<file path="config.mk">
export PLATFORM = sky130hd
export DESIGN_NAME = axil_filter_csr
export DESIGN_NICKNAME = d
export VERILOG_FILES = /design/src/rtl/axil_filter_pkg.sv /design/src/rtl/axil_filter_rule_bank.sv /design/src/rtl/axil_filter_csr.sv
export SDC_FILE = /design/constraint.sdc
export NUM_CORES = 2
export LEC_CHECK = 0
export BUFFER_PORTS_ARGS = -buffer_cell sky130_fd_sc_hd__buf_4
export CELL_PAD_IN_SITES_DETAIL_PLACEMENT = 2
export CELL_PAD_IN_SITES_GLOBAL_PLACEMENT = 2
export CORE_MARGIN = 2
export CORE_UTILIZATION = 39
export DETAILED_ROUTE_END_ITERATION = 10
export PLACE_DENSITY_LB_ADDON = 0.1
export SLEW_MARGIN = 20
export SYNTH_ARGS = -nofsm -noshare
export SYNTH_HDL_FRONTEND = slang
export SYNTH_SLANG_ARGS = --single-unit
</file>
<file path="constraint.sdc">
create_clock -name clk_axil -period 23.4 [get_ports clk_axil]
set_input_delay 4.68 -clock clk_axil [delete_from_list [all_inputs] [get_ports clk_axil]]
set_output_delay 4.68 -clock clk_axil [all_outputs]
set_load 0.05 [all_outputs]
</file>
<file path="src/rtl/axil_filter_pkg.sv">
// rtl/axil_filter_pkg.sv - register map, response codes, types and helpers for the filter CSR block
// Contents:
//   register offsets, rule window base/stride, AXI response codes,
//   rule_t (cfg/key/mask), dec_t (address decode result),
//   write/read FSM state enums, strb_merge(), decode_addr()
package axil_filter_pkg;

  localparam logic [31:0] ADDR_CTRL     = 32'h000;
  localparam logic [31:0] ADDR_ID       = 32'h004;
  localparam logic [31:0] ADDR_ACTION   = 32'h008;
  localparam logic [31:0] ADDR_SCRATCH  = 32'h00C;
  localparam logic [31:0] ADDR_PKT_IN   = 32'h010;
  localparam logic [31:0] ADDR_PKT_PASS = 32'h014;
  localparam logic [31:0] ADDR_PKT_DROP = 32'h018;

  localparam logic [31:0] RULE_BASE   = 32'h100;
  localparam int unsigned RULE_STRIDE = 16;

  localparam logic [1:0] RESP_OKAY   = 2'b00;
  localparam logic [1:0] RESP_SLVERR = 2'b10;

  typedef struct packed {
    logic [31:0] cfg;
    logic [31:0] key;
    logic [31:0] mask;
  } rule_t;

  // hit: address is mapped; rule: address falls in a valid rule slot
  typedef struct packed {
    logic       hit;
    logic       rule;
    logic [3:0] idx;
    logic [1:0] field;
  } dec_t;

  typedef enum logic {
    W_IDLE = 1'b0,
    W_RESP = 1'b1
  } wstate_t;

  typedef enum logic {
    R_IDLE = 1'b0,
    R_DATA = 1'b1
  } rstate_t;

  function automatic logic [31:0] strb_merge(input logic [31:0] old_v,
                                             input logic [31:0] new_v,
                                             input logic [3:0]  strb);
    logic [31:0] res;
    for (int b = 0; b < 4; b++) begin
      res[8*b +: 8] = strb[b] ? new_v[8*b +: 8] : old_v[8*b +: 8];
    end
    return res;
  endfunction

  // Misaligned addresses and the unused fourth word of each rule slot are unmapped.
  function automatic dec_t decode_addr(input logic [31:0] a, input int unsigned nrules);
    dec_t        d;
    logic [31:0] off;
    d       = '0;
    off     = a - RULE_BASE;
    d.idx   = off[7:4];
    d.field = off[3:2];
    if (a >= RULE_BASE && off < nrules * RULE_STRIDE &&
        off[1:0] == 2'b00 && off[3:2] != 2'd3) begin
      d.rule = 1'b1;
      d.hit  = 1'b1;
    end else begin
      case (a)
        ADDR_CTRL, ADDR_ID, ADDR_ACTION, ADDR_SCRATCH,
        ADDR_PKT_IN, ADDR_PKT_PASS, ADDR_PKT_DROP: d.hit = 1'b1;
        default:                                   d.hit = 1'b0;
      endcase
    end
    return d;
  endfunction

endpackage

</file>
<file path="src/rtl/axil_filter_rule_bank.sv">
// rtl/axil_filter_rule_bank.sv - staged/active rule storage with byte-strobed writes and atomic commit
// Ports:
//   clk, rst                  clock, synchronous active-high reset
//   wr_en/idx/field/data/strb staged-register write port (field 0 cfg, 1 key, 2 mask)
//   commit                    copy every staged rule to the active set
//   rd_idx/rd_field/rd_data   combinational read of a staged register
//   rule_cfg/key/mask         active rule set, rule r at [32r +: 32]
//   rule_commit               one-cycle pulse, coincident with the active set update
module axil_filter_rule_bank
  import axil_filter_pkg::*;
#(
  parameter int NUM_RULES = 4
) (
  input  logic                    clk,
  input  logic                    rst,
  input  logic                    wr_en,
  input  logic [3:0]              wr_idx,
  input  logic [1:0]              wr_field,
  input  logic [31:0]             wr_data,
  input  logic [3:0]              wr_strb,
  input  logic                    commit,
  input  logic [3:0]              rd_idx,
  input  logic [1:0]              rd_field,
  output logic [31:0]             rd_data,
  output logic [NUM_RULES*32-1:0] rule_cfg,
  output logic [NUM_RULES*32-1:0] rule_key,
  output logic [NUM_RULES*32-1:0] rule_mask,
  output logic                    rule_commit
);

  rule_t staged [NUM_RULES];
  rule_t active [NUM_RULES];

  always_ff @(posedge clk) begin
    if (rst) begin
      rule_commit <= 1'b0;
      for (int r = 0; r < NUM_RULES; r++) begin
        staged[r] <= '{cfg: '0, key: '0, mask: '1};
        active[r] <= '{cfg: '0, key: '0, mask: '1};
      end
    end else begin
      rule_commit <= commit;
      for (int r = 0; r < NUM_RULES; r++) begin
        if (commit) begin
          active[r] <= staged[r];
        end
        if (wr_en && wr_idx == 4'(r)) begin
          case (wr_field)
            2'd0:    staged[r].cfg  <= strb_merge(staged[r].cfg,  wr_data, wr_strb);
            2'd1:    staged[r].key  <= strb_merge(staged[r].key,  wr_data, wr_strb);
            2'd2:    staged[r].mask <= strb_merge(staged[r].mask, wr_data, wr_strb);
            default: ;
          endcase
        end
      end
    end
  end

  always_comb begin
    rd_data = '0;
    for (int r = 0; r < NUM_RULES; r++) begin
      if (rd_idx == 4'(r)) begin
        case (rd_field)
          2'd0:    rd_data = staged[r].cfg;
          2'd1:    rd_data = staged[r].key;
          2'd2:    rd_data = staged[r].mask;
          default: rd_data = '0;
        endcase
      end
    end
  end

  always_comb begin
    rule_cfg  = '0;
    rule_key  = '0;
    rule_mask = '0;
    for (int r = 0; r < NUM_RULES; r++) begin
      rule_cfg[32*r +: 32]  = active[r].cfg;
      rule_key[32*r +: 32]  = active[r].key;
      rule_mask[32*r +: 32] = active[r].mask;
    end
  end

endmodule

</file>
<file path="src/rtl/axil_filter_csr.sv">
// rtl/axil_filter_csr.sv - AXI4-Lite control/status block for the packet filter
// Ports:
//   clk_axil, rst                      clock, synchronous active-high reset
//   s_axil_aw*/w*/b*                   AXI-Lite write channels (decoupled AW/W, WSTRB, SLVERR)
//   s_axil_ar*/r*                      AXI-Lite read channels (1-cycle registered read)
//   cnt_in/cnt_pass/cnt_drop           live datapath counters
//   stats_clr, soft_reset, rule_commit one-cycle pulses
//   filt_en, default_action, print_enable  CTRL fields
//   rule_cfg/rule_key/rule_mask        active rule set, rule r at [32r +: 32]
module axil_filter_csr
  import axil_filter_pkg::*;
#(
  parameter int          NUM_RULES = 4,
  parameter int          ADDR_W    = 12,
  parameter int          CNT_W     = 32,
  parameter logic [15:0] VERSION   = 16'h0002
) (
  input  logic                    clk_axil,
  input  logic                    rst,
  input  logic                    s_axil_awvalid,
  output logic                    s_axil_awready,
  input  logic [ADDR_W-1:0]       s_axil_awaddr,
  input  logic                    s_axil_wvalid,
  output logic                    s_axil_wready,
  input  logic [31:0]             s_axil_wdata,
  input  logic [3:0]              s_axil_wstrb,
  output logic                    s_axil_bvalid,
  input  logic                    s_axil_bready,
  output logic [1:0]              s_axil_bresp,
  input  logic                    s_axil_arvalid,
  output logic                    s_axil_arready,
  input  logic [ADDR_W-1:0]       s_axil_araddr,
  output logic                    s_axil_rvalid,
  input  logic                    s_axil_rready,
  output logic [31:0]             s_axil_rdata,
  output logic [1:0]              s_axil_rresp,
  input  logic [CNT_W-1:0]        cnt_in,
  input  logic [CNT_W-1:0]        cnt_pass,
  input  logic [CNT_W-1:0]        cnt_drop,
  output logic                    stats_clr,
  output logic                    filt_en,
  output logic [1:0]              default_action,
  output logic                    print_enable,
  output logic [NUM_RULES*32-1:0] rule_cfg,
  output logic [NUM_RULES*32-1:0] rule_key,
  output logic [NUM_RULES*32-1:0] rule_mask,
  output logic                    rule_commit,
  output logic                    soft_reset
);

  wstate_t          w_state, w_next;
  rstate_t          r_state, r_next;
  logic             aw_held, w_held;
  logic             aw_hs, w_hs, ar_hs, w_apply;
  logic [31:0]      waddr_q, wdata_q;
  logic [3:0]       wstrb_q;
  logic [31:0]      ctrl, scratch;
  logic [CNT_W-1:0] pass_snap, drop_snap;
  logic [31:0]      raddr, rd_word, rd_rule;
  dec_t             wdec, rdec;
  logic             bank_wr, bank_commit;

  assign aw_hs = s_axil_awvalid && s_axil_awready;
  assign w_hs  = s_axil_wvalid && s_axil_wready;
  assign raddr = 32'(s_axil_araddr);
  assign wdec  = decode_addr(waddr_q, NUM_RULES);
  assign rdec  = decode_addr(raddr, NUM_RULES);

  assign filt_en        = ctrl[0];
  assign default_action = ctrl[3:2];
  assign print_enable   = ctrl[8];

  always_ff @(posedge clk_axil) begin
    if (rst) begin
      w_state <= W_IDLE;
      r_state <= R_IDLE;
    end else begin
      w_state <= w_next;
      r_state <= r_next;
    end
  end

  always_comb begin
    w_next  = w_state;
    w_apply = 1'b0;
    case (w_state)
      W_IDLE: if (aw_held && w_held) begin
        w_apply = 1'b1;
        w_next  = W_RESP;
      end
      W_RESP: if (s_axil_bready) w_next = W_IDLE;
      default: w_next = W_IDLE;
    endcase
  end

  always_comb begin
    r_next = r_state;
    ar_hs  = 1'b0;
    case (r_state)
      R_IDLE: if (s_axil_arvalid && s_axil_arready) begin
        ar_hs  = 1'b1;
        r_next = R_DATA;
      end
      R_DATA: if (s_axil_rready) r_next = R_IDLE;
      default: r_next = R_IDLE;
    endcase
  end

  assign bank_wr     = w_apply && wdec.rule;
  assign bank_commit = w_apply && waddr_q == ADDR_ACTION && wstrb_q[0] && wdata_q[1];

  // Write path: AW and W are captured independently; the write lands in the
  // cycle after both are held, registering bvalid and any pulses together.
  always_ff @(posedge clk_axil) begin
    if (rst) begin
      s_axil_awready <= 1'b0;
      s_axil_wready  <= 1'b0;
      s_axil_bvalid  <= 1'b0;
      s_axil_bresp   <= RESP_OKAY;
      aw_held        <= 1'b0;
      w_held         <= 1'b0;
      waddr_q        <= '0;
      wdata_q        <= '0;
      wstrb_q        <= '0;
      ctrl           <= '0;
      scratch        <= '0;
      soft_reset     <= 1'b0;
      stats_clr      <= 1'b0;
    end else begin
      soft_reset <= 1'b0;
      stats_clr  <= 1'b0;
      if (w_state == W_IDLE) begin
        if (aw_hs) begin
          aw_held <= 1'b1;
          waddr_q <= 32'(s_axil_awaddr);
        end
        if (w_hs) begin
          w_held  <= 1'b1;
          wdata_q <= s_axil_wdata;
          wstrb_q <= s_axil_wstrb;
        end
        s_axil_awready <= !aw_held && !aw_hs;
        s_axil_wready  <= !w_held && !w_hs;
        if (w_apply) begin
          aw_held       <= 1'b0;
          w_held        <= 1'b0;
          s_axil_bvalid <= 1'b1;
          s_axil_bresp  <= wdec.hit ? RESP_OKAY : RESP_SLVERR;
          if (wdec.hit) begin
            case (waddr_q)
              ADDR_CTRL:    ctrl       <= strb_merge(ctrl, wdata_q, wstrb_q);
              ADDR_SCRATCH: scratch    <= strb_merge(scratch, wdata_q, wstrb_q);
              ADDR_ACTION:  soft_reset <= wstrb_q[0] && wdata_q[0];
              ADDR_PKT_IN:  stats_clr  <= wstrb_q[0] && wdata_q[0];
              default:      ;
            endcase
          end
        end
      end else begin
        // Readies reopen in the same edge the response is accepted.
        s_axil_awready <= s_axil_bready;
        s_axil_wready  <= s_axil_bready;
        if (s_axil_bready) s_axil_bvalid <= 1'b0;
      end
    end
  end

  always_comb begin
    rd_word = '0;
    if (rdec.rule) begin
      rd_word = rd_rule;
    end else begin
      case (raddr)
        ADDR_CTRL:     rd_word = ctrl;
        ADDR_ID:       rd_word = {8'(NUM_RULES), 8'h00, VERSION};
        ADDR_SCRATCH:  rd_word = scratch;
        ADDR_PKT_IN:   rd_word = 32'(cnt_in);
        ADDR_PKT_PASS: rd_word = 32'(pass_snap);
        ADDR_PKT_DROP: rd_word = 32'(drop_snap);
        default:       rd_word = '0;
      endcase
    end
  end

  // Read data is taken at the AR handshake edge, so a write landing in the
  // same edge is not visible. The PKT_IN read freezes pass/drop alongside it.
  always_ff @(posedge clk_axil) begin
    if (rst) begin
      s_axil_arready <= 1'b0;
      s_axil_rvalid  <= 1'b0;
      s_axil_rdata   <= '0;
      s_axil_rresp   <= RESP_OKAY;
      pass_snap      <= '0;
      drop_snap      <= '0;
    end else if (r_state == R_IDLE) begin
      if (ar_hs) begin
        s_axil_arready <= 1'b0;
        s_axil_rvalid  <= 1'b1;
        s_axil_rdata   <= rd_word;
        s_axil_rresp   <= rdec.hit ? RESP_OKAY : RESP_SLVERR;
        if (raddr == ADDR_PKT_IN) begin
          pass_snap <= cnt_pass;
          drop_snap <= cnt_drop;
        end
      end else begin
        s_axil_arready <= 1'b1;
      end
    end else if (s_axil_rready) begin
      s_axil_rvalid  <= 1'b0;
      s_axil_arready <= 1'b1;
    end
  end

  axil_filter_rule_bank #(
    .NUM_RULES (NUM_RULES)
  ) u_rule_bank (
    .clk         (clk_axil),
    .rst         (rst),
    .wr_en       (bank_wr),
    .wr_idx      (wdec.idx),
    .wr_field    (wdec.field),
    .wr_data     (wdata_q),
    .wr_strb     (wstrb_q),
    .commit      (bank_commit),
    .rd_idx      (rdec.idx),
    .rd_field    (rdec.field),
    .rd_data     (rd_rule),
    .rule_cfg    (rule_cfg),
    .rule_key    (rule_key),
    .rule_mask   (rule_mask),
    .rule_commit (rule_commit)
  );

endmodule

</file>
==> results by group <==
Synth
  – Top cells by area, synth: edfxtp_1, dfxtp_1, and2_1
  – Synth cell count leaders: edfxtp_1, and2_1, nand2_1
  – Ys async rst share: 0%
  – Syn Inst Count: around 3400
  – Complex-gate fraction of the synthesized area: 8.49%
  – Share of the synthesized area in the top cell type: between 50% and 60%
  – Simple-Gate Fraction of Synth Area: ~18%
  – Average cell area after synthesis: 12.2 sq um
  – Post-Synth Adder-Cell Area: 0%
  – Synthesized flop and latch total: 990
  – Post-synth EDFFs: around 770
  – Count leader, synth: edfxtp_1
  – Register area share after synthesis: roughly 66%
  – Largest family of logic cells by synthesized area: simple AND/OR/NAND/NOR gates
  – Distinct cells, synth: between 50 and 60
  – Multiplexer share of the synthesized area: 4.41%
  – Yosys top cell by area: edfxtp_1
  – Synth Area in XOR/XNOR: 0%
  – Syn Std Cell Area: 41800 sq um
  – Yosys warning count: 0
  – Most used DFF post-synth: edfxtp_1

Min path
  – Worst hold path class: reg -> reg

Floorplan
  – I/O pin cnt: a little under 600
  – Die X: around 330 um
  – Die area: between 100000 and 150000 sq um
  – Starting Density: a little under 40%
  – CORE AREA: about 110000 sq um
  – Row Count: 120
  – Die height: approximately 330 um

STA
  – Worst-Margin Slew: 1220 ps
  – Max-slew headroom: 18.6%
  – Fmax achieved: between 0.1 and 0.15 GHz
  – Final Hold Vio Count: 0
  – RSZ-0062 raised after global routing: false
  – Final setup viols: 0
  – Final min period: 8220 ps
  – Crit share post-route: about a third
  – Hold Slack: approximately 460 ps
  – Worst Skew: roughly 20 ps
  – Setup tns final: 0 ps
  – Max-slew violation count: 0

Drt
  – Detailed-route wire length per cell: roughly 32 um
  – Final ANT Viol Nets: 0
  – Drt total wl: ~180000 um
  – Pre-antenna DRT Iters: 6
  – DR iter-0 viols: 2735
  – Vias after detailed routing: approximately 30000
  – Residual DRC: 0
  – Vias per cell: 5.62

Global route
  – Antenna violations before repair: 21
  – First-pass GRT wire length: around 240000 um
  – Overflow after GRT: 0
  – Largest net degree at the start of global routing: roughly 250
  – GRT Util Overall: between 30% and 40%
  – Vias in the first global route: approximately 32000

Clock network
  – TritonCTS clock tree: built
  – H-tree depth: 3
  – Cts bufs inserted: about 110
  – Clk Latency, worst-skew pair: around 710 ps
  – Sink Count: between 900 and 1000
  – Post_cts resized: 0
  – Total setup buffers inserted after CTS: 0
  – Reg clk slew, reported paths: approximately 70 ps
  – Post-CTS Hold Fix Bufs: 0
  – Root Buffer: clkbuf_16
  – Clock Path Buffers: 3

Critical path
  – Critical path endpoint category: flip-flop
  – CP max FO: 161
  – Required time worst endpoint: about 24000 ps
  – Crit-path max cell delay: slightly above 800 ps
  – Crit Path Class: in -> reg
  – CP most frequent cell: buf_4
  – CP startpoint kind: input port
  – Slowest CP cell: buf_4
  – Crit path DAT: between 8000 and 9000 ps
  – Cells along the critical path: clkbuf_8 -> buf_12 -> o21bai_4 -> buf_4 -> buf_4

Power
  – NetSw: 0.00101 W
  – Peak VDD IR: between 0.05 and 0.06 mV
  – Pint: 0.00295 W
  – Overall power: between 0.003 and 0.004 W
  – Static leakage: 18.3 nW
  – Combinational power share: between 8 and 9%
  – Clock share of power: a little over two fifths
  – PwrDens: 77.8 nW/um^2
  – Sw frac: 25.6%
  – Flop pwr share: 49.7%

Finish
  – Area delta synth->final: 21.6%
  – Layout cells sized above 1: approximately 22%
  – Sequential cell area: roughly 28000 sq um
  – Nets: roughly 4100
  – Area of the multi-input gates: around 13000 sq um
  – Fillers: 10604

Placement
  – Port Buffers: 592
  – Placer Congestion: just under 0.9
  – Post-DP HPWL: approximately 120000 um

Outcome
  – Status: finished, final reports clean

Run
  – Max-cap violations: 0
==> through the flow <==
stage          instance area [sq um]  worst slack [ps]  util [%]  instances
2_1_floorplan                  41800              3280         -       3421
3_3_place_gp                   47400             14590      44.4       5185
3_5_place_dp                   47400             14400      44.4       5185
4_1_cts                        50800             15140      47.6       5387
5_1_grt                        50800             15000      47.6       5391
6_report                       50800             15180      47.6       5392
==> cell usage in the layout, fill, tap and decap left out, types with 4 or more instances in the layout <==
master / count
edfxtp_1: 768
buf_4: 643
and2_1: 514
nand2_1: 326
dfxtp_1: 219
a21oi_1: 197
nand2b_1: 168
mux2i_1: 165
nor2_1: 149
o21ai_0: 122
clkbuf_16: 108
or3_1: 98
a21o_1: 80
nand3b_1: 67
a22oi_1: 62
a221o_1: 32
clkinv_2: 29
clkinv_1: 20
clkbuf_1: 20
a211oi_1: 18
a311oi_1: 17
mux2_2: 17
a221oi_1: 16
nand3_1: 13
nor3_1: 11
and3_1: 7
o221a_2: 7
bufinv_16: 6
clkinvlp_4: 6
clkbuf_8: 6
buf_12: 5
nor2_2: 4
or2_2: 4
buf_6: 4
==> layout make-up <==
type,instances,area share [%]
clock inverter,69,1.07
timing repair buffer,654,9.84
sequential,990,54.1
multi-input combinational,2140,25.9
tap,1403,3.45
antenna,3,0.0148
clock buffer,133,5.60
==> path summary, 6_finish.rpt <==
check         startpoint                         to  slack, ps  cells after the start
max reg2reg      w_state  u_rule_bank.active[0][48]      18540                      6
min reg2reg  scratch[28]                scratch[28]        460                      2
min          scratch[28]                scratch[28]        460                      2
max                  rst  u_rule_bank.active[0][48]      15180                      5
==> routing by layer <==
layer	up-vias	wire, um	track usage (%)
met5	-	34	0
met4	6	7230	12.1
li1	13082	-	-
met3	312	10200	4.18
met2	1190	90400	55.9
met1	15723	67200	37.8
==> power by group through the flow <==
stage / Sequential (W) / Clock (W) / Combinational, W
after floorplan: 0.00207 / 0 / 0.000107
after global placement: 0.00200 / 0 / 0.000310
after detailed placement: 0.00200 / 0 / 0.000316
after CTS: 0.00197 / 0.00170 / 0.000317
after global routing: 0.00197 / 0.00176 / 0.000330
final: 0.00197 / 0.00167 / 0.000319
==> critical path, delay by kind of cell <==
kind / cells / cell delay [ps]
buffers and inverters: 4 / 2830
AO/OA/AOI/OAI: 1 / 490
==> sequential cells by signal (all words and copies together), names as in the netlist, 4 cells and up <==
register,cells
wstrb_q,4
u_rule_bank.active,384
wdata_q,32
drop_snap,32
u_rule_bank.staged,384
waddr_q,12
pass_snap,32
s_axil_rdata,32
ctrl,32
scratch,32
==> cell families after synthesis <==
family / Yosys count
other cells: 1
buf+inv: 291
flops: 990
compound gates: 559
simple gates: 1397
mux: 182
(Power assumes the default switching activity.)
